<file path="src/rtl/md_read_seq_pkg.sv">
// Shared definitions for the CADR memory-data bus sequencers: state encodings
// and default bus geometry, common to the read and (future) write sequencers.
package md_read_seq_pkg;

    localparam int AW_DEFAULT      = 22;
    localparam int TIMEOUT_DEFAULT = 255;
    localparam int TW_DEFAULT      = 8;

    typedef enum logic [1:0] {
        ST_IDLE    = 2'd0,
        ST_WAIT    = 2'd1,
        ST_DRIVE   = 2'd2,
        ST_RELEASE = 2'd3
    } seq_state_t;

endpackage

</file>
<file path="src/rtl/md_read_seq_bus_timeout_ctr.sv">
// Saturating bus-timeout counter with synchronous clear, count enable and a
// terminal-count flag raised when the count reaches TERM-1.
module bus_timeout_ctr #(
    parameter int TW   = 8,
    parameter int TERM = 255
) (
    input  logic clk,
    input  logic reset_n,
    input  logic clr,
    input  logic en,
    output logic tc
);

    localparam logic [TW-1:0] TERM_M1   = TW'(TERM - 1);
    localparam logic [TW-1:0] COUNT_MAX = '1;

    logic [TW-1:0] count;

    always_ff @(posedge clk or negedge reset_n) begin
        if (!reset_n) begin
            count <= '0;
        end else if (clr) begin
            count <= '0;
        end else if (en && (count != COUNT_MAX)) begin
            count <= count + 1'b1;
        end
    end

    assign tc = (count == TERM_M1);

endmodule

</file>
<file path="src/rtl/md_read_seq.sv">
// Read-cycle sequencer for the 74S373 memory-data latches: one req/ack bus
// read, latch freeze, tri-state drive onto MD until the CPU takes the word.
module md_read_seq
    import md_read_seq_pkg::*;
#(
    parameter int AW      = AW_DEFAULT,
    parameter int TIMEOUT = TIMEOUT_DEFAULT,
    parameter int TW      = TW_DEFAULT
) (
    input  logic          clk,
    input  logic          reset_n,
    input  logic          cpu_req,
    input  logic [AW-1:0] cpu_addr,
    input  logic          cpu_take,
    output logic          cpu_busy,
    output logic          cpu_valid,
    output logic          cpu_nxm,
    output logic          bus_req,
    output logic [AW-1:0] bus_addr,
    input  logic          bus_ack,
    output logic          latch_hold_n,
    output logic          latch_oenb_n
);

    seq_state_t    state;
    seq_state_t    state_nxt;
    logic          busy_nxt;
    logic          valid_nxt;
    logic          nxm_nxt;
    logic          bus_req_nxt;
    logic [AW-1:0] bus_addr_nxt;
    logic          hold_n_nxt;
    logic          oenb_n_nxt;
    logic          ctr_clr;
    logic          ctr_en;
    logic          ctr_tc;

    bus_timeout_ctr #(
        .TW   (TW),
        .TERM (TIMEOUT)
    ) u_timeout (
        .clk     (clk),
        .reset_n (reset_n),
        .clr     (ctr_clr),
        .en      (ctr_en),
        .tc      (ctr_tc)
    );

    always_ff @(posedge clk or negedge reset_n) begin
        if (!reset_n) begin
            state        <= ST_IDLE;
            cpu_busy     <= 1'b0;
            cpu_valid    <= 1'b0;
            cpu_nxm      <= 1'b0;
            bus_req      <= 1'b0;
            bus_addr     <= '0;
            latch_hold_n <= 1'b0;
            latch_oenb_n <= 1'b1;
        end else begin
            state        <= state_nxt;
            cpu_busy     <= busy_nxt;
            cpu_valid    <= valid_nxt;
            cpu_nxm      <= nxm_nxt;
            bus_req      <= bus_req_nxt;
            bus_addr     <= bus_addr_nxt;
            latch_hold_n <= hold_n_nxt;
            latch_oenb_n <= oenb_n_nxt;
        end
    end

    always_comb begin
        state_nxt    = state;
        busy_nxt     = cpu_busy;
        valid_nxt    = cpu_valid;
        nxm_nxt      = cpu_nxm;
        bus_req_nxt  = bus_req;
        bus_addr_nxt = bus_addr;
        hold_n_nxt   = latch_hold_n;
        oenb_n_nxt   = latch_oenb_n;
        ctr_clr      = 1'b0;
        ctr_en       = 1'b0;

        case (state)
            ST_IDLE: begin
                if (cpu_req) begin
                    state_nxt    = ST_WAIT;
                    busy_nxt     = 1'b1;
                    bus_req_nxt  = 1'b1;
                    bus_addr_nxt = cpu_addr;
                    hold_n_nxt   = 1'b1;
                    ctr_clr      = 1'b1;
                end
            end
            ST_WAIT: begin
                ctr_en = !bus_ack;
                // ACK is checked first so it beats a timeout on the same edge.
                if (bus_ack) begin
                    state_nxt   = ST_DRIVE;
                    bus_req_nxt = 1'b0;
                    hold_n_nxt  = 1'b0;
                end else if (ctr_tc) begin
                    state_nxt   = ST_DRIVE;
                    bus_req_nxt = 1'b0;
                    hold_n_nxt  = 1'b0;
                    nxm_nxt     = 1'b1;
                    valid_nxt   = 1'b1;
                end
            end
            ST_DRIVE: begin
                // Data path arrives with valid low: open the latch outputs one
                // cycle after the hold edge; a take seen before then is dropped.
                if (!cpu_valid) begin
                    valid_nxt  = 1'b1;
                    oenb_n_nxt = 1'b0;
                end else if (cpu_take) begin
                    state_nxt  = ST_RELEASE;
                    valid_nxt  = 1'b0;
                    nxm_nxt    = 1'b0;
                    oenb_n_nxt = 1'b1;
                end
            end
            ST_RELEASE: begin
                if (!bus_ack) begin
                    state_nxt = ST_IDLE;
                    busy_nxt  = 1'b0;
                end
            end
            default: begin
                state_nxt = ST_IDLE;
            end
        endcase
    end

endmodule
</file>
<file path="config.mk">
export PLATFORM = sky130hd
export DESIGN_NAME = md_read_seq
export DESIGN_NICKNAME = d
export VERILOG_FILES = /design/src/rtl/md_read_seq_pkg.sv /design/src/rtl/md_read_seq_bus_timeout_ctr.sv /design/src/rtl/md_read_seq.sv
export SDC_FILE = /design/constraint.sdc
export NUM_CORES = 1
export LEC_CHECK = 0
export CAP_MARGIN = 20
export CORE_UTILIZATION = 49
export DETAILED_ROUTE_END_ITERATION = 6
export PLACE_DENSITY = 0.91
export RECOVER_POWER = 25
export REMOVE_ABC_BUFFERS = 1
export SLEW_MARGIN = 25
export SYNTH_ARGS = -nofsm -noshare
export SYNTH_HDL_FRONTEND = slang
export SYNTH_SLANG_ARGS = --single-unit
</file>
<file path="constraint.sdc">
create_clock -name clk -period 4.7 [get_ports clk]
set_clock_uncertainty 0.15 [all_clocks]
set_input_delay 1.41 -clock clk [delete_from_list [all_inputs] [get_ports clk]]
set_output_delay 1.41 -clock clk [all_outputs]
set_load 0.1 [all_outputs]
</file>
Word-level counts from Yosys, hierarchy flattened:

Cells that the tools add are included.

* $add $sub $neg: 1
* eq/ne operators: 13
* mux-type cells: 28
* reductions and logical operators: 14

Operator list (count)
* 8-bit two-way mux: 2
* 1-bit two-way mux: 15
* 2-bit inequality test (second input constant): 7
* 2-bit two-way mux: 6
* 5-bit AND reduction: 2
* 3-bit AND reduction: 3
* 8-bit by 1-bit adder with 8-bit output (second input constant): 1
* 8-bit equality test (second input constant): 1
* 8-bit inequality test (second input constant): 1
* 1-bit case mux with 2 select lines: 4
* 2-bit case mux with 4 select lines: 1
* 2-bit nonzero test: 4
* 2-bit equality test (second input constant): 2
* 2-bit AND reduction: 2
* 3-bit inequality test (second input constant): 1
* 2-bit by 1-bit equality test with 1-bit output (second input constant): 1
* 2-bit logical NOT: 1
* 1-bit logical AND: 1
* 1-bit logical NOT: 1

* register bits: 37
* bits of input ports: 27
* output and inout bits: 28

Depth between registers and ports, before layout:

Gate-level depths: netlist (run 1).

* word-level depth: 5
* depth in mapped cells: 7
* gate-level depth less buffers: 6

Modules after synthesis:

Synthesis (run 1) repeated with hierarchy kept, for this count alone.

* cells, all modules: 149
* area total of the unflattened synthesis: 1784.2 µm²

By module, submodules not included
* md_read_seq: times used 1, cells each 96, area each 1288.7 µm², sequential area each 726.9 µm²
* bus_timeout_ctr: times used 1, cells each 53, area each 495.5 µm², sequential area each 200.2 µm²

Worst setup path after synthesis (run 1):

OpenSTA, ideal clock, no wires.

* kind: register to output
* start point: register latch_hold_n
* end point: output latch_hold_n
* arrival: 1.356 ns
* data required time: 3.140 ns
* slack: 1.784 ns
* stages on the path, launching flop included: 2
* buffers on the path: 1
* cell sequence: dfrtp_1 buf_4

RTL lines
* start: declaration: RTL line md_read_seq.sv:21 `output logic latch_hold_n,`
* start signal: assignment: RTL line md_read_seq.sv:66 `latch_hold_n <= hold_n_nxt;`

No word-level cell between the ends.

Final worst setup path (run 1):

* start point: register latch_oenb_n
* end point: output latch_oenb_n

RTL lines
* start: declaration: RTL line md_read_seq.sv:22 `output logic latch_oenb_n`
* start signal: assignment: RTL line md_read_seq.sv:67 `latch_oenb_n <= oenb_n_nxt;`

No word-level cell between the ends.

==> results.json, run 1 <==
{
  "ctsResizeCount": 0,
  "slew_viol_final": 38,
  "syn2layout_area_growth_pct": 36.2,
  "via_per_inst": 5.32,
  "start_kind": "register",
  "grtUsageTotal": 0.226,
  "crit_chain": "clkdlybuf4s50_1",
  "cp.buffers_inverters": 1,
  "drc": 0,
  "grt_pass1_vias": 1355,
  "arrival_ns": 2.00,
  "synthCells": 138,
  "drtAntennaViolNets": 0,
  "max_freq_mhz": 281,
  "cts_setup_buffers": 0,
  "r2r_slack_ns": 2.73,
  "cp_top_family": "buffers and inverters",
  "final_util": 0.702,
  "r2r_cells": 7,
  "whs_path_depth": 1,
  "initial_utilization": 0.515,
  "clk_latency_ns": 0.34,
  "setup_viol": 0,
  "cts_max_level": 2,
  "cts.sinks": 37,
  "wl_per_cell_um": 15.0,
  "grt_max_degree": 38,
  "r2r_start": "state[0]$_DFFE_PN0P_",
  "violations": "capacitance limit, slew limit",
  "layout_commonest_cell": "clkdlybuf4s50_1",
  "dr.pass1.iters": 5,
  "path_class": "reg2out",
  "worstPathRequired_ns": 3.14,
  "n_antenna_cell": 0,
  "n_fill_cell": 260,
  "rsz0062_at_grt": "false",
  "cts_tree": "yes",
  "crit_path_max_fanout": 2,
  "holdBufCountCts": 0,
  "core-area_sq_um": 3360,
  "overflow": 0,
  "drv_cap": 1,
  "slew_headroom": -0.290,
  "end_kind": "output pin",
  "fin_crit_sh": 0.758,
  "worstMarginPinSlew_ns": 1.94,
  "final.setup.tns_ns": 0,
  "io_pins": 55,
  "yosys_register_bits": 37,
  "via_count": 1292,
  "antenna_found_initial": 0,
  "min_period_ns": 3.56,
  "cpMaxStageDelayCell": "clkdlybuf4s50_1",
  "rows": 21,
  "critPathMaxStageDelay_ns": 1.12,
  "path_clk_slew_ns": 0.11,
  "avgSynthCellArea_sq_um": 12.6,
  "finalWeightedCongestion": 0.801,
  "numCtsBuffers": 5,
  "hpwl_um": 2740,
  "mostFrequentLayoutCells": "53 x clkdlybuf4s50_1, 36 x dfrtp_1, 23 x mux2_2",
  "rr_endpoint": "u_timeout.count[3]$_DFFE_PN0P_",
  "die_h_um": 61.5,
  "min_to": "bus_addr[1]$_DFFE_PN0P_",
  "clockBufferDepth": 2,
  "ys_types": 34,
  "drt_wl_total_um": 3650,
  "min-delay-start": "bus_addr[1]$_DFFE_PN0P_",
  "dieArea_sq_um": 3780,
  "port_buffers": 54,
  "hold_violations": 0,
  "final_nets": 230,
  "crit_start": "latch_oenb_n$_DFFE_PN1P_",
  "status": "finished with violations",
  "yosysSeqAreaShare": 0.535,
  "hold_path_class": "reg2reg",
  "drt_iter0_drc": 47,
  "die_width_um": 61.5,
  "syn_area_sq_um": 1730,
  "grt_pass1_wl_um": 5970,
  "cts-root-buf": "clkbuf_4",
  "drive_gt1_frac": 0.198,
  "yosysWarnings": 0
}
-- per-layer routing --
layer	track usage	share of wire	wire, um
met5	0	0	0
met4	0.0857	0.015	54
met3	0.0903	0.093	339
met2	0.379	0.50	1830
met1	0.261	0.39	1430
-- through the flow --
stage,instance area (sq um),std cells,setup WS [ns],hold WS (ns)
3_5_place_dp,2310,235,1.51,0.348
2_1_floorplan,1710,134,1.34,0.383
6_report,2360,243,1.14,0.367
3_3_place_gp,2310,235,1.51,0.339
4_1_cts,2360,243,1.12,0.371
5_1_grt,2360,243,1.08,0.389
-- synth_stat cells --
library cell  instances  share of area
a2111oi_4             1          0.016
a211oi_1              1         0.0043
a21oi_1               3         0.0087
a21oi_2               1         0.0051
a222oi_1              1         0.0058
and4_4                1         0.0065
buf_2                 2         0.0058
buf_4                 2         0.0087
dfrtp_1              36           0.52
dfstp_2               1          0.015
ha_1                  7          0.051
inv_1                 9          0.019
mux2_2               23           0.15
mux2i_1               4          0.023
nand2_1               6          0.013
nand2b_1              1         0.0036
nand3_1               4          0.012
nand4_4               1          0.012
nand4b_1              1         0.0051
nor2_1                9          0.019
nor2b_1               1         0.0036
nor3_1                2         0.0058
nor4_1                1         0.0036
o211ai_1              1         0.0043
o21ai_0               5          0.014
o21ai_1               1         0.0029
o21ai_2               1         0.0051
o221ai_1              1         0.0051
o2bb2ai_1             1         0.0051
o31ai_1               1         0.0043
or2_2                 1         0.0036
or4_1                 2         0.0087
xnor2_1               5          0.025
xor2_1                1         0.0051
-- registers in the layout (all words and copies together) (netlist names) --
register	cells
bus_addr	22
cpu_busy	1
cpu_nxm	1
cpu_valid	1
latch_hold_n	1
latch_oenb_n	1
state	2
u_timeout.count	8
-- cells by family after synthesis --
family,share of synthesized area
DFF,0.535
and+or+nand+nor,0.0968
muxes,0.173
AOI/OAI and AO/OA,0.0809
buffers and inverters,0.0339
adders and majority gates,0.0505
xor gates and xnor gates,0.0303
-- area by class of cell --
cell class	count	area, sq um	share of cell area
multi-input cells	88	749	0.317
clock inverters	2	10.0	0.00424
inverters	9	33.8	0.0143
repair buffers	55	542	0.229
clock buffers	6	41.3	0.0175
flip-flops and latches	37	927	0.393
well taps	46	57.6	0.0244
-- worst max-delay path by stage --
stage | endpoint | cells past startpoint
after CTS | latch_oenb_n | 1
final | latch_oenb_n | 1
after global placement | latch_oenb_n | 1
after detailed placement | latch_oenb_n | 1
after global routing | latch_oenb_n | 1
after floorplan | bus_addr[0]$_DFFE_PN0P_ | 3
Power of run 1 is left out: the tool's default activity adds up to more than one toggle a clock period on the data nets, which glitch-free logic cannot reach.
==> run 2: changes to the inputs <==
- CORE_UTILIZATION: 49 -> 41
- PLACE_DENSITY: 0.91 -> 0.82
- clock period: 4.7 -> 3 ns (I/O delays scaled with it)
==> run 2 against run 1 <==
The flow now finishes without violations; worst hold slack lost 0.0081 ns; critical path depth grew 3; count of clock-buffer cells in the layout grew 1; routed wire length shrank 13%; sequential share of layout area shrank 0.15 points; sequential cell count is the same; critical path type is now in2reg; critical endpoint is now state[1]$_DFFE_PN0P_.
==> results.json, run 2 (synthesis results as in run 1) <==
{
  "status": "finished clean",
  "grtUsageTotal": 0.164,
  "largest-register": "bus_addr",
  "setup_viol": 0,
  "worstPathRequired_ns": 3.02,
  "final_nets": 231,
  "fin_cells": 248,
  "min_to": "bus_addr[8]$_DFFE_PN0P_",
  "drive_gt1_frac": 0.348,
  "cpMaxStageDelayCell": "clkdlybuf4s50_1",
  "max_freq_mhz": 433,
  "arrival_ns": 2.33,
  "n_fill_cell": 361,
  "drt_wl_total_um": 3190,
  "slew_headroom": 0.468,
  "drtAntennaViolNets": 0,
  "die_h_um": 67.0,
  "wl_per_cell_um": 12.9,
  "cts.sinks": 37,
  "path_clk_slew_ns": 0.07,
  "path_class": "in2reg",
  "drc": 0,
  "syn2layout_area_growth_pct": 36.8,
  "rsz0062_at_grt": "false",
  "cts-root-buf": "clkbuf_8",
  "grt_max_degree": 38,
  "numCtsBuffers": 5,
  "wl_met1_um": 1350,
  "via_count": 1261,
  "hold_path_class": "reg2reg",
  "min_period_ns": 2.31,
  "overflow": 0,
  "finalWeightedCongestion": 0.731,
  "ctsResizeCount": 0,
  "met2WireLength_um": 1500,
  "fin_area_sq_um": 2370,
  "crit_path_max_fanout": 8,
  "place_inst": 240,
  "dr_wl_met3_um": 295,
  "r2r_slack_ns": 1.07,
  "drv_cap": 0,
  "antenna_found_initial": 0,
  "dr.pass1.iters": 4,
  "hpwl_um": 2360,
  "cts_max_level": 2,
  "holdBufCountCts": 0,
  "reg.largest.list": "bus_addr x22, u_timeout.count x8, state x2",
  "layout_commonest_cell": "dfrtp_1",
  "port_buffers": 54,
  "largest_reg_flops": 22,
  "mostFrequentLayoutCells": "36 x dfrtp_1, 30 x buf_4, 25 x clkdlybuf4s50_1",
  "cts_tree": "yes",
  "worstMarginPinSlew_ns": 0.798,
  "min-delay-start": "bus_addr[8]$_DFFE_PN0P_",
  "start_kind": "input pin",
  "io_pins": 55,
  "grt_pass1_wl_um": 5390,
  "via_per_inst": 5.08,
  "core-area_sq_um": 4030,
  "cts_setup_buffers": 0,
  "whs_path_depth": 1,
  "grt_pass1_vias": 1204,
  "critPathMaxStageDelay_ns": 0.51,
  "crit_chain": "clkdlybuf4s50_1 > nand2b_1 > o21ai_0 > mux2_2",
  "final.setup.tns_ns": 0,
  "dpl_cell_area_sq_um": 2250,
  "end_kind": "register",
  "dieArea_sq_um": 4490,
  "highest_layer": "met4",
  "n_antenna_cell": 0,
  "hold_violations": 0,
  "rr_endpoint": "cpu_valid$_DFFE_PN0P_",
  "r2r_start": "state[0]$_DFFE_PN0P_",
  "drt_iter0_drc": 60,
  "clockBufferDepth": 2,
  "die_width_um": 67.0,
  "fin_crit_sh": 0.769,
  "slew_viol_final": 0,
  "initial_utilization": 0.430,
  "rows": 23,
  "clk_latency_ns": 0.28,
  "r2r_cells": 6
}
run 2: routing by layer:
metal,GRT usage,up-vias
met5,0,-
met4,0.0638,0
met3,0.0702,7
met2,0.251,50
met1,0.202,604
li1,-,600
run 2: worst max path at each step:
stage                                         end  cells after the start  slack, ns     from
after CTS                    state[1]$_DFFE_PN0P_                      4       0.69  bus_ack
final                        state[1]$_DFFE_PN0P_                      4       0.69  bus_ack
after global routing         state[1]$_DFFE_PN0P_                      4       0.57  bus_ack
after detailed placement     state[1]$_DFFE_PN0P_                      4       0.39  bus_ack
after floorplan           bus_addr[0]$_DFFE_PN0P_                      3       0.15  cpu_req
after global placement       state[1]$_DFFE_PN0P_                      4       0.41  bus_ack
run 2: through the flow:
stage / utilization / worst slack, ns / hold WS (ns)
finish: 0.588 / 0.692 / 0.359
global route: 0.588 / 0.567 / 0.376
CTS: 0.588 / 0.693 / 0.363
detailed placement: 0.559 / 0.394 / 0.347
global placement: 0.559 / 0.409 / 0.342
floorplan: - / 0.149 / 0.383
run 2: cell type report:
class                      count  area (sq um)  share of cell area
clock inverter                 1          30.0              0.0127
clock buffer                   7          86.3              0.0364
inverter                       9          33.8              0.0143
multi-input combinational     88           749               0.316
timing repair buffer          56           480               0.203
sequential                    37           927               0.391
tap                           50          62.6              0.0264
run 2: critical path, delay by kind of cell:
family | cells | cell delay (ns)
buffers and inverters | 1 | 0.51
muxes | 1 | 0.37
AOI/OAI and AO/OA | 1 | 0.31
and+or+nand+nor | 1 | 0.23
Power of run 2 is left out for the same reason.
==> run 3: changes to the inputs <==
- clock period: 3 -> 2 ns (I/O delays scaled with it)
==> run 3 against run 2 <==
First-iteration DRC count fell by 17%; global-route usage up 2.4 points; count of clock-buffer cells in the layout did not move; via count up 3.1%; final cell count rose by 2.0%; worst hold slack lost 0.094 ns; die area did not move; sequential cell count stayed put; non-clock buffer count is 6 higher; critical path depth increased by 1; register-to-register slack worse by 0.92 ns; routed wire length rose by 16%; highest routed layer unchanged.
==> results.json, run 3 (synthesis results as in run 1) <==
{
  "status": "finished clean",
  "grt_pass1_wl_um": 6070,
  "drv_cap": 0,
  "drc": 0,
  "via_count": 1300,
  "start_kind": "input pin",
  "numCtsBuffers": 5,
  "place_inst": 246,
  "drt_iter0_drc": 50,
  "die_width_um": 67.0,
  "largest_reg_flops": 22,
  "rows": 23,
  "drtAntennaViolNets": 0,
  "io_pins": 55,
  "cp_top_family": "buffers and inverters",
  "dr.pass1.iters": 4,
  "cts.sinks": 37,
  "grt_pass1_vias": 1363,
  "hpwl_um": 2870,
  "worstMarginPinSlew_ns": 0.912,
  "clk_latency_ns": 0.29,
  "crit_start": "bus_ack",
  "clockBufferDepth": 2,
  "finalWeightedCongestion": 0.750,
  "n_antenna_cell": 0,
  "hold_path_class": "in2async",
  "path_clk_slew_ns": 0.07,
  "n_fill_cell": 306,
  "syn2layout_area_growth_pct": 58.8,
  "die_h_um": 67.0,
  "layout_commonest_cell": "dfrtp_1",
  "end_kind": "register",
  "cts_tree": "yes",
  "overflow": 0,
  "cts_setup_buffers": 0,
  "setup_viol": 0,
  "via_per_inst": 5.14,
  "path_class": "in2reg",
  "critPathMaxStageDelay_ns": 0.52,
  "port_buffers": 54,
  "crit_path_max_fanout": 8,
  "min_period_ns": 1.97,
  "cts-root-buf": "clkbuf_8",
  "hold_violations": 0,
  "wl_per_cell_um": 14.6,
  "rsz0062_at_grt": "false",
  "arrival_ns": 2.00,
  "mostFrequentLayoutCells": "36 x dfrtp_1, 29 x buf_12, 25 x clkdlybuf4s50_1",
  "final_nets": 237,
  "core-area_sq_um": 4030,
  "slew_headroom": 0.392,
  "ctsResizeCount": 0,
  "max_freq_mhz": 507,
  "cp.buffers_inverters": 1,
  "cts_max_level": 2,
  "fin_crit_sh": 0.986,
  "r2r_start": "state[0]$_DFFE_PN0P_",
  "initial_utilization": 0.430,
  "crit_chain": "clkdlybuf4s50_1 > nand4b_1 > a2111oi_4 > xnor2_1 > nor2_1",
  "worstPathRequired_ns": 2.03,
  "slew_viol_final": 0,
  "dieArea_sq_um": 4490,
  "fin_cells": 253,
  "grt_max_degree": 22,
  "drive_gt1_frac": 0.365,
  "reg.largest.list": "bus_addr x22, u_timeout.count x8, state x2",
  "drt_wl_total_um": 3700,
  "cpMaxStageDelayCell": "clkdlybuf4s50_1",
  "holdBufCountCts": 0,
  "antenna_found_initial": 0,
  "seqCellArea_sq_um": 927,
  "grtUsageTotal": 0.188,
  "largest-register": "bus_addr",
  "multi_input_area_sq_um": 757
}
## run 3: cell types whose count changed in the layout (fill, tap and decap cells not counted), sizes merged
cell,before,now
buf,31,35
clkbuf,7,9
bufinv,1,0
## run 3: cell type report
type	count	share of cell area
clock buffers	7	0.0314
multi-input cells	88	0.275
repair buffers	62	0.322
flip-flops and latches	37	0.337
inverters	9	0.0123
well taps	50	0.0227
## run 3: worst register-to-register path, cell delays in order, from the launching register on
cell and delay, ns:
dfrtp_1 0.41, inv_1 0.14, ha_2 0.27, nand3_1 0.12, or4_1 0.50, o31ai_1 0.10, a21oi_2 0.04
## run 3: worst paths after layout
check / end / slack (ns) / cells past startpoint
max reg2reg: cpu_valid$_DFFE_PN0P_ / 0.15 / 6
min reg2reg: latch_oenb_n$_DFFE_PN1P_ / 0.40 / 2
max: u_timeout.count[7]$_DFFE_PN0P_ / 0.03 / 5
min: cpu_busy$_DFFE_PN0P_ / 0.26 / 1
min in group clk: latch_oenb_n$_DFFE_PN1P_ / 0.40 / 2
max in group asynchronous: bus_addr[12]$_DFFE_PN0P_ / 0.36 / 2
## run 3: per-layer routing
layer,vias to the layer above,track usage,part of all wire
li1,615,-,-
met1,631,0.208,0.41
met2,48,0.311,0.50
met3,6,0.0822,0.076
met4,0,0.0798,0.016
met5,-,0,0
## run 3: stage by stage
step	worst slack, ns	utilization	setup TNS (ns)	hold slack (ns)	area [sq um]
final	0.0272	0.683	0	0.265	2750
after global routing	0.0122	0.683	0	0.332	2750
after CTS	0.0613	0.685	0	0.0883	2760
after detailed placement	-0.235	0.664	-6.28	0.398	2670
after global placement	-0.215	0.664	-6.02	0.385	2670
after floorplan	-0.597	-	-16.58	0.154	1710
Power of run 3 is left out for the same reason.
==> variant 1: new RTL, config.mk and constraints of run 2 <==
Make the reset (`reset_n`) synchronous in 2 clocked blocks.
--- a/src/rtl/md_read_seq_bus_timeout_ctr.sv
+++ b/src/rtl/md_read_seq_bus_timeout_ctr.sv
@@ -18,3 +18,3 @@
 
-    always_ff @(posedge clk or negedge reset_n) begin
+    always_ff @(posedge clk) begin
         if (!reset_n) begin
--- a/src/rtl/md_read_seq.sv
+++ b/src/rtl/md_read_seq.sv
@@ -48,3 +48,3 @@
 
-    always_ff @(posedge clk or negedge reset_n) begin
+    always_ff @(posedge clk) begin
         if (!reset_n) begin
Check against the original RTL: differs if reset_n is asserted again (counterexample within 4 cycles, from zero or initial values and one cycle with reset_n low); with reset_n held inactive, the same outputs for 10 cycles.
==> variant 1 against run 2 <==
  * Setup slack got worse by 0.24 ns
  * Count of clock-buffer cells in the layout is 1 lower
  * Design area is 8.7% lower
  * Via count up 18%
  * Sequential share of layout area shrank 4.9 points
  * Synthesized area shrank 7.1%
  * Sequential cell count unchanged
  * Worst hold slack lost 0.054 ns
  * Wire length increased by 8.6%
  * Critical path type is now reg2out
  * Highest routed layer unchanged
==> variant 1: results (changes against run 2) <==
outcome finished clean (unchanged); final net count 282 (was 231); worst setup path end bus_addr[17] (was state[1]$_DFFE_PN0P_); fillcell total 343 (was 361); cells on worst reg2reg path 5 (was 6); fraction of registers with async set/reset 0% (was 100.0%); Logic inverters 5 (was 9); Clock-cell share 4.453% (was 4.910%); Placed Instances 289 (was 240); register area share after synthesis 46.00% (was 53.50%); layout buffering overhead excluding clock cells 20.88% (was 20.27%); DP HPWL 2535 um (was 2365 um); Starting DRT DRC Count 82 (was 60); clock buffer depth 2 (unchanged); Max stage delay on crit path 0.88 ns (was 0.51 ns); P_leak between 0.8 and 0.9 nW; Placed Area 2108 sq um (was 2253 sq um); number of clock buffers in the layout 6 (was 7); Combinational Power Share between 50% and 60%; fraction of layout cells with a size suffix above 1 12.85% (was 34.85%); tapcell count 48 (was 50); total track usage 18.47% (was 16.40%); largest net degree at the start of global routing 27 (was 38); Final GP Congestion 0.8357 (was 0.7305); CTS H-tree depth 2 (unchanged); CTS buffer count 5 (unchanged); Gate Count Post-Synth 194 (was 138); Comb power approximately 0.0011 W; Signal buffers 57 (was 56); power share of the clock group approximately 17%; Layout Cells excl Fill 297 (was 248); crit path DAT 1.50 ns (was 2.33 ns); Yosys cell types 38 (was 34); vias 1483 (was 1261); Critical Path Start bus_addr[17]$_SDFFE_PN0P_ (was bus_ack); ys flop type dfxtp_1 (was dfrtp_1); multi-input gates 142 (was 88); Post-synth top cells nand2_1, dfxtp_1, a21oi_1, nor2_1, ha_1 (was dfrtp_1, mux2_2, inv_1, nor2_1, ha_1); r2r startpoint state[1]$_SDFFE_PN0P_ (was state[0]$_DFFE_PN0P_); final WL 3467 um (was 3193 um); first-pass GRT wire length 5982 um (was 5388 um); multi-input logic portion of the cell area 36.78% (was 31.63%); setup slack, reg-to-reg 1.21 ns (was 1.07 ns); Slew HR 21.05% (was 46.83%); Synth area leaders dfxtp_1, nand2_1, a21oi_1, ha_1, nor2_1 (was dfrtp_1, mux2_2, ha_1, xnor2_1, mux2i_1); VDD IR max ~360 uV; Reg area 740.7 sq um (was 927.1 sq um); Reg-to-Reg End cpu_nxm$_SDFFE_PN0P_ (was cpu_valid$_DFFE_PN0P_); vias in the first global route 1344 (was 1204); Max FO, Critical Path 2 (was 8); slowest stage cell, crit path clkbuf_1 (was clkdlybuf4s50_1)
[variant 1: worst min-delay path by stage]
stage	to	startpoint	slack, ns	cells past startpoint
after floorplan	u_timeout.count[1]$_SDFFE_PP0P_	u_timeout.count[1]$_SDFFE_PP0P_	0.37	2
after global placement	bus_addr[2]$_SDFFE_PN0P_	bus_addr[2]$_SDFFE_PN0P_	0.29	2
after detailed placement	bus_addr[5]$_SDFFE_PN0P_	bus_addr[5]$_SDFFE_PN0P_	0.30	2
after CTS	bus_addr[16]$_SDFFE_PN0P_	bus_addr[16]$_SDFFE_PN0P_	0.31	2
after global routing	bus_addr[7]$_SDFFE_PN0P_	bus_addr[7]$_SDFFE_PN0P_	0.33	2
final	bus_addr[18]$_SDFFE_PN0P_	bus_addr[18]$_SDFFE_PN0P_	0.30	2
[variant 1: stage by stage]
| step | util (%) | worst slack, ns |
|---|---|---|
| final | 58.22 | 0.4489 |
| after global placement | 56.73 | 0.4714 |
| after CTS | 59.33 | 0.7661 |
| after global routing | 58.22 | 0.3884 |
| after floorplan | - | 0.3742 |
| after detailed placement | 56.73 | 0.4574 |
[variant 1: kinds of logic after synthesis]
| kind of cell | after synthesis | synth area share, % |
|---|---|---|
| fa+ha+maj | 7 | 5.439 |
| flops | 37 | 46.00 |
| buf+inv | 15 | 4.584 |
| simple gates | 81 | 23.00 |
| compound gates | 50 | 18.80 |
| xor+xnor | 4 | 2.176 |
[variant 1: per-layer routing]
| metal | part of all wire [%] | GRT usage (%) | vias to the layer above |
|---|---|---|---|
| met4 | 1.1 | 6.667 | 0 |
| met3 | 6.4 | 5.986 | 5 |
| li1 | - | - | 779 |
| met2 | 44 | 28.55 | 47 |
| met1 | 48 | 23.91 | 652 |
| met5 | 0 | 0 | - |
==> variant 2: new RTL, settings of run 2 <==
Without the edit above. `AW_DEFAULT`: 22 -> 11.
--- a/src/rtl/md_read_seq_pkg.sv
+++ b/src/rtl/md_read_seq_pkg.sv
@@ -4,3 +4,3 @@
 
-    localparam int AW_DEFAULT      = 22;
+    localparam int AW_DEFAULT      = 11;
     localparam int TIMEOUT_DEFAULT = 255;
Ports: changed (resized bus_addr and cpu_addr); port bits go from 55 to 33. No check against the original RTL was run, so the function may have changed too.
==> variant 2 against run 2 <==
  * Setup slack worse by 0.084 ns
  * Sequential cell count decreased by 11
  * Design area fell by 30%
  * Largest cell class unchanged
  * Synthesized area fell by 24%
  * Critical endpoint is now u_timeout.count[7]$_DFFE_PN0P_
  * Die area down 23%
  * Wire length fell by 11%
  * Non-clock buffer count is 22 lower
  * Sequential share of layout area barely moved
  * Register-to-register slack worse by 0.11 ns
Power is left out: the tool's default activity adds up to more than one toggle a clock period on the data nets, which glitch-free logic cannot reach.
==> variant 2: results (changes against run 2) <==
Hold Crit Class reg2reg (unchanged); initial antenna violation count 0 (unchanged); routed length on met1 1169 um (was 1350 um); Slew HR 6.219% (was 46.83%); CTS root buf clkbuf_4 (was clkbuf_8); fraction of layout cells with a size suffix above 1 13.48% (was 34.85%); M2 GR Usage 32.02% (was 25.12%); cells on worst reg2reg path 6 (unchanged); DP HPWL 2168 um (was 2365 um); cts repair resizes 0 (unchanged); crit path DAT 2.51 ns (was 2.33 ns); setup slack, reg-to-reg 0.96 ns (was 1.07 ns); XOR/XNOR Fraction of Synth Area 0.6641% (was 3.032%); mux share of post-synthesis cell area 3.890% (was 17.26%); total track usage 17.70% (was 16.40%); clock buffer depth 2 (unchanged); final WL 2842 um (was 3193 um); Endpoint, Worst Hold bus_addr[1]$_DFFE_PN0P_ (was bus_addr[8]$_DFFE_PN0P_); WL met3 133 um (was 295 um); slowest stage cell, crit path clkdlybuf4s50_1 (unchanged); M3 GR Usage 2.198% (was 7.021%); Synth area leaders dfrtp_1, nand2_1, ha_1, mux2i_1, nor2_1 (was dfrtp_1, mux2_2, ha_1, xnor2_1, mux2i_1); final net count 202 (was 231); Yosys Warn Count 0 (unchanged); first-pass GRT wire length 4636 um (was 5388 um); Adder-Cell Fraction of Synth Area 6.641% (was 5.054%); register area share after synthesis 49.43% (was 53.50%); CTS buffer count 3 (was 5); fillcell total 292 (was 361); vias 1155 (was 1261); Post-synth top cells nand2_1, dfrtp_1, nor2_1, inv_1 (was dfrtp_1, mux2_2, inv_1, nor2_1, ha_1); worst setup path end u_timeout.count[7]$_DFFE_PN0P_ (was state[1]$_DFFE_PN0P_); Max stage delay on crit path 0.48 ns (was 0.51 ns); Hold Path Depth 2 (was 1); buffers added on ports 32 (was 54); Final GP Congestion 0.9325 (was 0.7305); largest net degree at the start of global routing 27 (was 38); Max FO, Critical Path 5 (was 8); ys flop type dfrtp_1 (unchanged); Starting DRT DRC Count 29 (was 60); fraction of registers with async set/reset 100.0% (unchanged); DR pass1 iterations 4 (unchanged); latest clock arrival within the worst-skew pair 0.32 ns (was 0.28 ns); delay-heaviest family, CP simple AND/OR/NAND/NOR gates (was buffers and inverters); Yosys cell types 33 (was 34); GR Layer Usage met1 21.58% (was 20.15%); hold wc startpoint bus_addr[1]$_DFFE_PN0P_ (was bus_addr[8]$_DFFE_PN0P_); outcome finished clean (unchanged); met2 wire len 1499 um (was 1497 um); Clock transition at path regs 0.14 ns (was 0.07 ns); Synth Area in Compound Gates 12.71% (was 8.087%); vias in the first global route 1106 (was 1204); Critical Path Start bus_ack (unchanged); r2r startpoint state[1]$_DFFE_PN0P_ (was state[0]$_DFFE_PN0P_); Top Registers bus_addr (11), u_timeout.count (8), state (2) (was bus_addr (22), u_timeout.count (8), state (2)); CTS H-tree depth 1 (was 2)
==> variant 2: cell types whose count changed in the layout (fill, tap and decap cells not counted), sizes merged, moves of 2 or more <==
cell,run 2,this run
mux2,23,1
clkbuf,7,5
buf,31,18
clkdlybuf4s50,25,14
nand2,6,43
or4,2,0
xnor2,5,1
dfrtp,36,25
o21ai,7,5
a21oi,4,7
==> variant 2: final cells by class <==
type                            instances  area share, %
Timing Repair Buffer                   34          17.34
Multi-Input combinational cell        105          36.64
Tap cell                               44          3.303
Inverter                                9          2.027
Sequential cell                        26          39.11
Clock buffer                            4          1.577
==> variant 2: per-stage QoR <==
stage,utilization (%),std cells,instance area [sq um],hold slack [ns],worst slack [ns]
3_3_place_gp,53.85,218,1644,0.3101,0.3355
4_1_cts,54.71,222,1670,0.3500,0.6246
3_5_place_dp,53.85,218,1644,0.3170,0.2797
6_report,54.59,222,1667,0.3441,0.6074
2_1_floorplan,-,140,1296,0.3616,0.4418
5_1_grt,54.59,222,1667,0.3639,0.3438
